$ cat config.mk
export PLATFORM = sky130hd
export DESIGN_NAME = alu_exec_stage
export DESIGN_NICKNAME = d
export VERILOG_FILES = /design/src/rtl/alu_exec_stage_pkg.sv /design/src/rtl/alu_exec_stage_alu_fwd_mux.sv /design/src/rtl/alu_exec_stage.sv
export SDC_FILE = /design/constraint.sdc
export NUM_CORES = 1
export LEC_CHECK = 0
export ABC_AREA = 1
export BUFFER_PORTS_ARGS = -buffer_cell sky130_fd_sc_hd__buf_2
export CORE_UTILIZATION = 51
export CTS_BUF_LIST = sky130_fd_sc_hd__clkbuf_4 sky130_fd_sc_hd__clkbuf_8
export CTS_CLUSTER_SIZE = 16
export DETAILED_ROUTE_END_ITERATION = 6
export HOLD_SLACK_MARGIN = 0.02
export PLACE_DENSITY = 0.82
export SYNTH_ARGS = -nofsm -noshare
export SYNTH_HDL_FRONTEND = slang
export SYNTH_SLANG_ARGS = --single-unit
$ cat constraint.sdc
create_clock -name clk -period 1.6 [get_ports clk]
set_input_delay 0.32 -clock clk [delete_from_list [all_inputs] [get_ports clk]]
set_output_delay 0.32 -clock clk [all_outputs]
set_load 0.02 [all_outputs]
$ cat src/rtl/alu_exec_stage_pkg.sv
// Shared constants for the ALU execute stage: datapath widths and the 4-bit ALU opcode map.
package alu_exec_stage_pkg;

    localparam int XLEN    = 32;
    localparam int RADDR_W = 4;

    localparam logic [3:0] OP_ADD  = 4'b0000;
    localparam logic [3:0] OP_SUB  = 4'b0001;
    localparam logic [3:0] OP_AND  = 4'b0010;
    localparam logic [3:0] OP_OR   = 4'b0011;
    localparam logic [3:0] OP_XOR  = 4'b0100;
    localparam logic [3:0] OP_NOT  = 4'b0101;
    localparam logic [3:0] OP_SLL  = 4'b0110;
    localparam logic [3:0] OP_SRL  = 4'b0111;
    localparam logic [3:0] OP_SRA  = 4'b1000;
    localparam logic [3:0] OP_INC  = 4'b1001;
    localparam logic [3:0] OP_DEC  = 4'b1010;
    localparam logic [3:0] OP_SLT  = 4'b1011;
    localparam logic [3:0] OP_SLTU = 4'b1100;
    localparam logic [3:0] OP_LUI  = 4'b1101;
    localparam logic [3:0] OP_NOR  = 4'b1110;
    localparam logic [3:0] OP_HAM  = 4'b1111;

endpackage

$ cat src/rtl/alu_exec_stage_alu_fwd_mux.sv
// Per-operand source select: immediate, hardwired r0, EX-stage forward, WB-stage forward, then
// register-file read data, in that priority order.
module alu_fwd_mux
    import alu_exec_stage_pkg::*;
(
    input  logic [RADDR_W-1:0] src_reg,
    input  logic               use_imm,
    input  logic [XLEN-1:0]    imm,
    input  logic               ex_valid,
    input  logic [RADDR_W-1:0] ex_rd,
    input  logic [XLEN-1:0]    ex_data,
    input  logic               wb_valid,
    input  logic [RADDR_W-1:0] wb_rd,
    input  logic [XLEN-1:0]    wb_data,
    input  logic [XLEN-1:0]    rf_data,
    output logic [XLEN-1:0]    operand
);

    logic ex_hit_s;
    logic wb_hit_s;

    // A pending write to r0 must never be forwarded, hence the nonzero-destination qualifier.
    assign ex_hit_s = ex_valid && (ex_rd == src_reg) && (ex_rd != {RADDR_W{1'b0}});
    assign wb_hit_s = wb_valid && (wb_rd == src_reg) && (wb_rd != {RADDR_W{1'b0}});

    // Operand priority select; the youngest in-flight producer wins.
    always_comb begin
        operand = {XLEN{1'b0}};
        if (use_imm) begin
            operand = imm;
        end else if (src_reg == {RADDR_W{1'b0}}) begin
            operand = {XLEN{1'b0}};
        end else if (ex_hit_s) begin
            operand = ex_data;
        end else if (wb_hit_s) begin
            operand = wb_data;
        end else begin
            operand = rf_data;
        end
    end

endmodule

$ cat src/rtl/alu_exec_stage.sv
// Execute stage: operand select with forwarding into the EX register that feeds an external ALU,
// then a WB register handed to register-file writeback, with full-throughput backpressure.
module alu_exec_stage
    import alu_exec_stage_pkg::*;
(
    input  logic               clk,
    input  logic               rst,
    input  logic               in_valid,
    output logic               in_ready,
    input  logic [3:0]         in_opcode,
    input  logic [RADDR_W-1:0] in_rs,
    input  logic [RADDR_W-1:0] in_rt,
    input  logic [RADDR_W-1:0] in_rd,
    input  logic               in_use_imm,
    input  logic [XLEN-1:0]    in_imm,
    output logic [RADDR_W-1:0] rf_raddr1,
    output logic [RADDR_W-1:0] rf_raddr2,
    input  logic [XLEN-1:0]    rf_rdata1,
    input  logic [XLEN-1:0]    rf_rdata2,
    output logic [XLEN-1:0]    alu_a,
    output logic [XLEN-1:0]    alu_b,
    output logic [3:0]         alu_op,
    input  logic [XLEN-1:0]    alu_result,
    output logic               wb_valid,
    input  logic               wb_ready,
    output logic [RADDR_W-1:0] wb_rd,
    output logic [XLEN-1:0]    wb_data,
    output logic [31:0]        retire_cnt
);

    logic               ex_valid_r;
    logic [RADDR_W-1:0] ex_rd_r;
    logic               wb_adv_s;
    logic               ex_adv_s;
    logic               accept_s;
    logic               retire_s;
    logic [XLEN-1:0]    a_sel_s;
    logic [XLEN-1:0]    b_sel_s;

    // EX may refill whenever its current op moves on (or it is empty), which gives one op per cycle.
    assign wb_adv_s  = !wb_valid || wb_ready;
    assign ex_adv_s  = !ex_valid_r || wb_adv_s;
    assign accept_s  = in_valid && ex_adv_s;
    assign retire_s  = wb_valid && wb_ready;
    assign in_ready  = ex_adv_s;
    assign rf_raddr1 = in_rs;
    assign rf_raddr2 = in_rt;

    alu_fwd_mux u_fwd_a (
        .src_reg  (in_rs),
        .use_imm  (1'b0),
        .imm      ({XLEN{1'b0}}),
        .ex_valid (ex_valid_r),
        .ex_rd    (ex_rd_r),
        .ex_data  (alu_result),
        .wb_valid (wb_valid),
        .wb_rd    (wb_rd),
        .wb_data  (wb_data),
        .rf_data  (rf_rdata1),
        .operand  (a_sel_s)
    );

    alu_fwd_mux u_fwd_b (
        .src_reg  (in_rt),
        .use_imm  (in_use_imm),
        .imm      (in_imm),
        .ex_valid (ex_valid_r),
        .ex_rd    (ex_rd_r),
        .ex_data  (alu_result),
        .wb_valid (wb_valid),
        .wb_rd    (wb_rd),
        .wb_data  (wb_data),
        .rf_data  (rf_rdata2),
        .operand  (b_sel_s)
    );

    // EX register: captures the accepted op and its selected operands; holds while stalled.
    always_ff @(posedge clk) begin
        if (rst) begin
            ex_valid_r <= 1'b0;
            ex_rd_r    <= {RADDR_W{1'b0}};
            alu_a      <= {XLEN{1'b0}};
            alu_b      <= {XLEN{1'b0}};
            alu_op     <= OP_ADD;
        end else if (accept_s) begin
            ex_valid_r <= 1'b1;
            ex_rd_r    <= in_rd;
            alu_a      <= a_sel_s;
            alu_b      <= b_sel_s;
            alu_op     <= in_opcode;
        end else if (ex_adv_s) begin
            ex_valid_r <= 1'b0;
        end
    end

    // WB register: captures the ALU result of the EX op when the slot is free or draining.
    always_ff @(posedge clk) begin
        if (rst) begin
            wb_valid <= 1'b0;
            wb_rd    <= {RADDR_W{1'b0}};
            wb_data  <= {XLEN{1'b0}};
        end else if (wb_adv_s) begin
            wb_valid <= ex_valid_r;
            if (ex_valid_r) begin
                wb_rd   <= ex_rd_r;
                wb_data <= alu_result;
            end
        end
    end

    // Retire counter: one count per writeback handshake, wrapping naturally at 2^32.
    always_ff @(posedge clk) begin
        if (rst) begin
            retire_cnt <= 32'd0;
        end else if (retire_s) begin
            retire_cnt <= retire_cnt + 32'd1;
        end
    end

endmodule
==> qor.yml <==
nets: 1725
worstMarginPinSlew_ps: 680
synth_flop_cell: "dfxtp_1"
drt_first_pass_iters: 5
worstSetupStartpointType: "flop"
rsz0062_at_grt: "true"
power.internal_w: 0.00640
start_util_pct: 52.2
synthTopCellsByCount: "nand2_1 (338), nor2_1 (273), dfxtp_1 (142)"
layout-drive-gt1-share_pct: 29.9
hold_path.class: "in -> reg"
synth_cell_types: 27
synth_seq_cells: 142
syn-num-nets: 1439
grt_pass1_wl_microns: 45900
clkTransAtPathRegs_ps: 90
cts_root_buffer: "clkbuf_8"
areaGrowthSynthToFinish_pct: 34.7
synthCells: 1289
p_seq_share_pct: 42.5
synth_top_area_share_pct: 36.0
power.density_mw_per_mm2: 862
synth_edf_count: 0
rows: 45
gp_congestion: 0.946
clk_latency_ps: 460
wl_per_cell_microns: 17.2
drc: 0
switching_power_w: 0.00277
worstPathArrival_ps: 2000
cts.path.max_buffers: 2
violations: "negative setup slack"
setup_viol: 3
critical_path_class: "reg -> reg"
max-slew-margin-rel_pct: 54.7
synth_most_common_cell: "nand2_1"
clock-skew-final_ps: 12.0
hold_viol: 0
slew_violations: 0
vias_per_cell: 5.71
cap_violations: 0
stdcell_area_sq_mm: 0.0106
max_clock_freq_mhz: 620
antenna_found_initial: 1
layout_setup_ws_ps: -13.6
avgSynthCellArea_sq_um: 6.13
whs_path_depth: 3
finalCritPeriodShare_pct: 101
numClockSinks: 142
post_dp_cell_area_sq_mm: 0.00975
grt_max_degree: 60
fp.coreArea_sq_mm: 0.0151
holdBufCountCts: 0
ys_seq_area_share_pct: 36.0
worst_r2r_path_depth: 9
place_inst: 1734
dieArea_sq_mm: 0.0160
num_io_pins: 295
status: "finished with violations"
combPwrFrac_pct: 19.7
ir_worst_vdd_mv: 0.657
hold_slack_ps: 104
grt.overflow.total: 0
p_sw_share_pct: 30.2
crit_fanout: 16
nFillCells: 1310
routed_wl_microns: 30600
die_h_microns: 126
grt_pass1_vias: 9045
p_clk_share_pct: 37.7
cts_inserted_buffers: 17
die_x_microns: 126
p_leak_nw: 5.11
track_usage_pct: 36.5
num_vias: 10145
ys_warn_count: 0
antenna_left: 0
io_buffers: 294
cp.required_ps: 1980
syn_area_sq_mm: 0.00790
end_kind: "flop"
synth.area.top_cells: "dfxtp_1 (36%), nand2_1 (16%), nor2_1 (13%)"
drt_iter0_markers: 1008
yosys.area.top_type: "dfxtp_1"
cts_htree_levels: 4
min_period_ps: 1610
layoutNonFillerInstCount: 1778
hpwlAfterDp_microns: 21600
async_reset_ff_share_pct: 0
cts_tree: "yes"
-- flip-flops by register name (all words and copies together) (netlist names) --
name	cells
alu_a	32
alu_b	32
retire_cnt	32
wb_data	32
alu_op	4
ex_rd_r	4
wb_rd	4
ex_valid_r	1
wb_valid	1
-- placed cells by master (no fill, tap or decap), types with 12 or more instances in the layout --
cell type	instances
a21oi_1	122
buf_12	13
buf_2	294
buf_4	38
clkbuf_8	20
dfxtp_1	128
inv_1	41
inv_2	12
nand2_1	335
nand3_1	92
nand3_2	16
nand4_1	34
nor2_1	256
nor2_4	16
o21ai_0	84
-- worst max-delay path, cell delays in order, from the launching register on --
cell and delay (ps):
dfxtp_4 370, buf_6 120, a21oi_2 150, nand2_2 80, nor2_4 230, clkbuf_16 230, nand3_1 100, nand3_1 100
nand2_1 60, a21oi_1 110
-- area by class of cell --
cell class	instances	area [sq um]	area share [%]
clock buffers	22	290	2.73
repair buffers	353	2160	20.3
inverters	53	199	1.87
clock inverters	10	184	1.73
flip-flops and latches	142	2870	27.0
well taps	188	235	2.21
multi-input cells	1008	4690	44.1
diodes	2	5.00	0.0470
-- power by group through the flow --
stage / logic (W) / clock network (W) / registers [W]
floorplan: 0.000762 / 0 / 0.00416
global placement: 0.00168 / 0 / 0.00397
detailed placement: 0.00170 / 0 / 0.00397
CTS: 0.00171 / 0.00347 / 0.00389
global route: 0.00196 / 0.00361 / 0.00392
finish: 0.00181 / 0.00346 / 0.00390
-- worst paths after layout --
| kind | from | to | slack [ps] |
|---|---|---|---|
| worst max-delay path | wb_rd[3] | alu_a[7] | -10 |
| worst min-delay path | in_opcode[1] | alu_op[1] | 100 |
| worst max register to register | wb_rd[3] | alu_a[7] | -10 |
| worst min register to register | alu_a[3] | alu_a[3] | 460 |
-- per-stage QoR --
stage | TNS (ps) | power (W) | util (%) | worst slack [ps]
finish | -34.5 | 0.00917 | 70.3 | -13.6
global route | -1490 | 0.00949 | 70.2 | -52.5
CTS | 0 | 0.00908 | 67.5 | 8.32
detailed placement | -86.5 | 0.00568 | 64.4 | -83.6
global placement | 0 | 0.00565 | 64.4 | 9.46
floorplan | 0 | 0.00493 | - | 50.1
-- cell families after synthesis --
family / after synthesis / share of synthesized area [%]
buffers and inverters: 139 / 7.65
adder cells (fa/ha/maj): 1 / 0.158
AND/OR/NAND/NOR: 782 / 41.6
XOR/XNOR: 5 / 0.554
flip-flops: 142 / 36.0
AO/OA/AOI/OAI: 220 / 14.1
-- timing repair --
action	CTS	global route
setup buffers	0	6
hold endpoints to repair	0	0
pin swaps	0	22
setup endpoints to repair	20	81
resized for setup	4	74
cloned	0	4
-- per-layer routing --
metal	routed length [microns]	vias to the layer above	share of wire, %	global-route usage [%]
met5	0	-	0	0
li1	-	4767	-	-
met1	11900	4606	39	44.3
met3	3110	110	10	8.48
met2	14200	662	47	60.3
met4	1370	0	4.5	19.1
No activity file was read; power rests on OpenSTA's default activity.
